===== config.mk =====
export PLATFORM = sky130hd
export DESIGN_NAME = seg_disp_arbiter
export DESIGN_NICKNAME = d
export VERILOG_FILES = /design/src/rtl/seg_disp_arbiter.sv
export SDC_FILE = /design/constraint.sdc
export NUM_CORES = 1
export LEC_CHECK = 0
export CAP_MARGIN = 20
export CORE_ASPECT_RATIO = 1.75
export CORE_MARGIN = 10
export CORE_UTILIZATION = 49
export CTS_BUF_LIST = sky130_fd_sc_hd__clkbuf_8
export DETAILED_ROUTE_END_ITERATION = 10
export PLACE_DENSITY = 0.95
export SYNTH_ARGS = -nofsm -noshare
export SYNTH_HDL_FRONTEND = slang
export SYNTH_SLANG_ARGS = --single-unit

===== constraint.sdc =====
create_clock -name i_sys_clk -period 3.4 [get_ports i_sys_clk]
set_clock_uncertainty 0.1 [all_clocks]
set_input_delay 0.51 -clock i_sys_clk [delete_from_list [all_inputs] [get_ports i_sys_clk]]
set_output_delay 0.51 -clock i_sys_clk [all_outputs]
set_load 0.03 [all_outputs]

===== src/rtl/seg_disp_arbiter.sv =====
// seg_disp_arbiter: time-sliced round-robin owner of the shared 6-digit
// seg_led display. A granted requester keeps the display for a minimum
// dwell, then the grant rotates to the next pending requester. An idle
// display is blanked.
//
// state  | meaning
// -------+------------------------------------------------------------
// S_IDLE | no owner, grant is zero, display blanked
// S_SHOW | one requester owns the display, dwell timer running
module seg_disp_arbiter #(
    parameter int N_REQ     = 3,
    parameter int DATA_W    = 20,
    parameter int DWELL_CYC = 25_000_000
) (
    input  logic                    i_sys_clk,
    input  logic                    i_sys_rst_n,
    input  logic [N_REQ-1:0]        i_req,
    input  logic [N_REQ*DATA_W-1:0] i_req_data,
    input  logic [N_REQ*6-1:0]      i_req_point,
    input  logic [N_REQ-1:0]        i_req_sign,
    output logic [N_REQ-1:0]        o_grant,
    output logic                    o_switch_pulse,
    output logic [DATA_W-1:0]       o_data,
    output logic [5:0]              o_point,
    output logic                    o_en,
    output logic                    o_sign
);

    localparam int TMR_W = $clog2(DWELL_CYC);
    localparam int PTR_W = $clog2(N_REQ);
    localparam logic [TMR_W-1:0] TMR_LAST = TMR_W'(DWELL_CYC - 1);
    localparam logic [TMR_W-1:0] TMR_ONE  = TMR_W'(1);
    localparam logic [N_REQ-1:0] ONE_HOT0 = N_REQ'(1);

    typedef enum logic {
        S_IDLE = 1'b0,
        S_SHOW = 1'b1
    } state_t;

    state_t             r_state;
    logic [N_REQ-1:0]   r_grant;
    logic [PTR_W-1:0]   r_ptr;
    logic [TMR_W-1:0]   r_timer;
    logic               r_switch;
    logic [DATA_W-1:0]  r_data;
    logic [5:0]         r_point;
    logic               r_en;
    logic               r_sign;

    state_t             w_state_nxt;
    logic [N_REQ-1:0]   w_grant_nxt;
    logic [PTR_W-1:0]   w_ptr_nxt;
    logic [TMR_W-1:0]   w_timer_nxt;

    logic [N_REQ-1:0]   w_cand;
    logic               w_pick_valid;
    logic [PTR_W-1:0]   w_pick_idx;
    logic [PTR_W-1:0]   w_scan_idx;
    logic [N_REQ-1:0]   w_pick_onehot;
    logic [PTR_W-1:0]   w_pick_ptr;
    logic               w_owner_req;

    logic [DATA_W-1:0]  w_sel_data;
    logic [5:0]         w_sel_point;
    logic               w_sel_sign;

    // The current owner is never a candidate: on release its request is
    // already low, on expiry it must yield to anyone else pending.
    assign w_cand        = i_req & ~r_grant;
    assign w_owner_req   = |(i_req & r_grant);
    assign w_pick_onehot = ONE_HOT0 << w_pick_idx;
    assign w_pick_ptr    = PTR_W'((int'(w_pick_idx) + 1) % N_REQ);

    // Round-robin search from r_ptr upward; scanning offsets high to low
    // lets the nearest candidate overwrite the farther ones.
    always_comb begin
        w_pick_valid = 1'b0;
        w_pick_idx   = '0;
        w_scan_idx   = '0;
        for (int off = N_REQ - 1; off >= 0; off--) begin
            w_scan_idx = PTR_W'((int'(r_ptr) + off) % N_REQ);
            if (w_cand[w_scan_idx]) begin
                w_pick_valid = 1'b1;
                w_pick_idx   = w_scan_idx;
            end
        end
    end

    // Next-state logic: grant, pointer and dwell timer.
    always_comb begin
        w_state_nxt = r_state;
        w_grant_nxt = r_grant;
        w_ptr_nxt   = r_ptr;
        w_timer_nxt = r_timer;
        case (r_state)
            S_IDLE: begin
                if (w_pick_valid) begin
                    w_state_nxt = S_SHOW;
                    w_grant_nxt = w_pick_onehot;
                    w_ptr_nxt   = w_pick_ptr;
                    w_timer_nxt = '0;
                end
            end
            S_SHOW: begin
                if (!w_owner_req) begin
                    // Release ignores the dwell and wins over a coincident expiry.
                    w_timer_nxt = '0;
                    if (w_pick_valid) begin
                        w_grant_nxt = w_pick_onehot;
                        w_ptr_nxt   = w_pick_ptr;
                    end else begin
                        w_state_nxt = S_IDLE;
                        w_grant_nxt = '0;
                    end
                end else if (r_timer == TMR_LAST) begin
                    // Dwell over: rotate if anyone waits, else re-arm for the owner.
                    w_timer_nxt = '0;
                    if (w_pick_valid) begin
                        w_grant_nxt = w_pick_onehot;
                        w_ptr_nxt   = w_pick_ptr;
                    end
                end else begin
                    w_timer_nxt = r_timer + TMR_ONE;
                end
            end
            default: begin
                w_state_nxt = S_IDLE;
                w_grant_nxt = '0;
                w_timer_nxt = '0;
            end
        endcase
    end

    // Select the live slice of the current owner; all zero when idle.
    always_comb begin
        w_sel_data  = '0;
        w_sel_point = '0;
        w_sel_sign  = 1'b0;
        for (int i = 0; i < N_REQ; i++) begin
            if (r_grant[i]) begin
                w_sel_data  = i_req_data[i*DATA_W +: DATA_W];
                w_sel_point = i_req_point[i*6 +: 6];
                w_sel_sign  = i_req_sign[i];
            end
        end
    end

    // Arbiter state register with synchronous active-low reset.
    always_ff @(posedge i_sys_clk) begin
        if (!i_sys_rst_n) begin
            r_state  <= S_IDLE;
            r_grant  <= '0;
            r_ptr    <= '0;
            r_timer  <= '0;
            r_switch <= 1'b0;
        end else begin
            r_state  <= w_state_nxt;
            r_grant  <= w_grant_nxt;
            r_ptr    <= w_ptr_nxt;
            r_timer  <= w_timer_nxt;
            r_switch <= (w_grant_nxt != r_grant);
        end
    end

    // Display register: one cycle behind the grant, blanked when idle.
    always_ff @(posedge i_sys_clk) begin
        if (!i_sys_rst_n) begin
            r_data  <= '0;
            r_point <= '0;
            r_en    <= 1'b0;
            r_sign  <= 1'b0;
        end else begin
            r_data  <= w_sel_data;
            r_point <= w_sel_point;
            r_en    <= |r_grant;
            r_sign  <= w_sel_sign;
        end
    end

    assign o_grant        = r_grant;
    assign o_switch_pulse = r_switch;
    assign o_data         = r_data;
    assign o_point        = r_point;
    assign o_en           = r_en;
    assign o_sign         = r_sign;

endmodule

==> metrics.csv <==
stage,metric,value,unit
cts,Root Driver,clkbuf_8,
synthesis,Netlist cell types,49,
detailed_routing,total wire length,10100,µm
timing,worst setup margin,0.701,ns
timing,worst-margin pin slew,1.04,ns
setup_path,CP peak stage delay,0.50,ns
synthesis,complex-gate fraction of the synthesized area,22.5,%
synthesis,largest cells by area after synthesis,"dfxtp_1 38%, a22oi_1 6.7%, o21ai_0 6.7%, and2_1 5.8%, nand2_1 5.8%",
timing,Slew HR,30.1,%
synthesis,Synth area leader,dfxtp_1,
synthesis,main combinational cell family by area after synthesis,simple AND/OR/NAND/NOR gates,
setup_path,CP startpoint kind,flip-flop,
flow_run,max_cap viols,0,
floorplanning,core footprint,6230,µm²
power,power density over cell area,638,nW/µm²
global_route,initial antenna violation count,0,
cts,H-tree Lvls,3,
floorplanning,Cell Rows,38,
global_route,largest net degree at the start of global routing,61,
floorplanning,initial core utilization,50.2,%
outcome,outcome,completed,
detailed_routing,DRC Markers,0,
setup_path,R2R Setup Slk,0.70,ns
detailed_routing,DR iter-0 viols,150,
detailed_routing,DRT Pass-1 Iters,5,
setup_path,Critical Path RT,3.57,ns
synthesis,post-synthesis adder-cell area fraction,1.92,%
cts,# resized after CTS,0,
cells_and_area,final core utilization,71.5,%
setup_path,CP Capture Type,flip-flop,
floorplanning,io pins,118,
setup_path,worst setup path class,flip-flop to flip-flop,
synthesis,Async SR Flop Fraction,0,%
cells_and_area,synthesis-to-finish area growth,42.3,%
synthesis,"FF+latch count, synth",60,
synthesis,Post-Syn Instances,389,
global_route,gr ovfl total,0,
synthesis,simple logic cell fraction of the synthesized area,29.7,%
timing,Final Setup Violations,0,
power,Leakage,1.52,nW
placed_design,gpl congestion,0.944,
detailed_routing,post-DR wirelength/cell,17.7,µm
hold_path,Hold WC Path Type,flip-flop to flip-flop,
power,Worst VDD drop,351,µV
cts,clock latency on the worst-skew pair,0.34,ns
floorplanning,die boundary height,126,µm
global_route,first-pass GRT wire length,16400,µm
timing,f_max,371,MHz
synthesis,Mapped Avg Cell Area,8.04,µm²
timing,max-slew violation count,0,
cells_and_area,ANT cells,0,
synthesis,XOR/XNOR share of the synthesized area,2.24,%
cts,CTS sink count,60,
synthesis,"EDFF count, synth",0,
synthesis,YS warnings,0,
cts,post-CTS setup buffer count,0,
synthesis,Syn Nets,479,
setup_path,"Arr. time, crit path",2.87,ns
cts,"Hold-fix buffers, CTS",0,
synthesis,"Top FF cell, synth",dfxtp_1,
setup_path,CP max stage cell,or4_1,
floorplanning,DIE AREA,10100,µm²
timing,RSZ-0062 raised after global routing,no,
cts,total CTS buffers,9,
setup_path,"critical path, cell by cell",inv_1 -> ha_1 -> nand2_1 -> a2111oi_2 -> nor3_4 -> nand3_1 -> or4_1 -> a21oi_1,
timing,hold_ws,0.388,ns
synthesis,register area share after synthesis,38.4,%
floorplanning,Die Width,80.4,µm
placed_design,port bufs,117,
detailed_routing,Routed Antenna Nets,0,
placed_design,post-place setup slack,0.428,ns
detailed_routing,vias per inst,5.84,
timing,final period utilization,79.4,%
timing,final hold vios,0,
global_route,All-Layer GR Usage,20.5,%
synthesis,share of the synthesized area in the top cell type,38.4,%
setup_path,CP Max Fanout,11,
cells_and_area,share of layout cells above drive strength 1,5.26,%
cells_and_area,NumNets Final,584,
timing,fin crit period,2.70,ns
detailed_routing,via count,3353,
synthesis,post-synthesis mux area share,0.960,%
cts,"CTS clk-pin slew, worst paths",0.06,ns
timing,Setup TNS,0,ns
cts,clock buffer depth,2,
cts,CTS tree,built,
global_route,vias in the first global route,3518,
synthesis,synthesized cell area,3130,µm²
placed_design,HPWL Detailed,7940,µm
-- metrics by stage --
| stage | power, mW | cell area [µm²] | std cells |
|---|---|---|---|
| floorplan | 1.85 | 3130 | 389 |
| global placement | 2.31 | 4320 | 563 |
| detailed placement | 2.36 | 4320 | 563 |
| CTS | 2.85 | 4450 | 574 |
| global route | 3.02 | 4450 | 574 |
| finish | 2.84 | 4450 | 574 |
-- cell usage in the layout (no fill, tap or decap), types with 5 or more instances in the layout --
cell type | netlist | routed
a21oi_1 | 22 | 22
a22oi_1 | 28 | 28
and2_1 | 29 | 29
clkbuf_8 | 0 | 9
clkdlybuf4s50_1 | 0 | 117
dfxtp_1 | 60 | 59
inv_1 | 6 | 7
nand2_1 | 48 | 48
nand3_1 | 17 | 17
nand4_1 | 6 | 6
nor2_1 | 15 | 15
o21ai_0 | 42 | 42
o31ai_1 | 6 | 6
or3_1 | 13 | 13
or4_1 | 5 | 5
xor2_1 | 7 | 7
-- layout make-up --
type / count / area (µm²)
multi-input cells: 296 / 1800
fillers: 449 / 1770
flip-flops and latches: 60 / 1200
repair buffers: 121 / 1200
clock buffers: 9 / 124
well taps: 80 / 100
inverters: 6 / 22.5
clock inverters: 2 / 8.76
-- worst paths after layout --
path	startpoint	end	cells past startpoint
worst max register to register	r_ptr[0]	r_timer[17]	8
worst max-delay path	r_ptr[0]	r_timer[17]	8
worst min-delay path	r_ptr[0]	r_ptr[0]	2
worst min register to register	r_ptr[0]	r_ptr[0]	2
-- sequential cells by signal (all words and copies together) (netlist names) --
signal / cells
r_state: 1
o_en: 1
r_timer: 25
o_grant: 3
o_data: 20
o_sign: 1
o_point: 6
o_switch_pulse: 1
r_ptr: 2
-- synth_stat cells, types with 2 or more instances --
cell type  count
dfxtp_1       60
nand2_1       48
o21ai_0       42
and2_1        29
a22oi_1       28
a21oi_1       22
clkbuf_1      17
nand3_1       17
nor2_1        15
or3_1         13
buf_2          8
xor2_1         7
inv_1          6
nand4_1        6
o31ai_1        6
nor2b_1        5
or4_1          5
and3_1         4
ha_1           4
mux2i_1        3
nand2b_1       3
nand4b_1       3
a211oi_1       2
a21boi_0       2
nand3_2        2
nor2b_4        2
nor3_1         2
nor4_1         2
nor4b_1        2
o2111ai_1      2
o31a_1         2
o32ai_1        2
or2_2          2
-- critical path: cells and delay by family, from the launching register on --
kind                       cells  cell delay, ns
adders and majority gates      1            0.39
and+or+nand+nor                4            1.47
DFF                            1            0.35
AOI/OAI and AO/OA              2            0.27
buffers and inverters          1            0.05
-- layer usage --
metal	global-route usage, %	wire length [µm]	part of all wire [%]	vias to the layer above
met1	18.0	3360	33	1561
li1	-	-	-	1607
met3	11.5	1170	12	27
met5	0	0	0	-
met4	11.4	323	3.2	0
met2	35.3	5290	52	158
-- cell families (layout without fill, tap and decap cells) --
kind of cell	Yosys count	in the layout
XOR/XNOR	8	8
AO/OA/AOI/OAI	113	113
multiplexers	3	3
adder cells (fa/ha/maj)	5	5
buffers and inverters	33	138
AND/OR/NAND/NOR	167	167
flip-flops	60	60
-- power by group --
group	switching [mW]	total, mW	internal (mW)
clock	0.247	0.486	0.239
combinational	0.870	1.46	0.591
sequential	0.0672	0.897	0.830
Power figures use the tool's default switching activity.
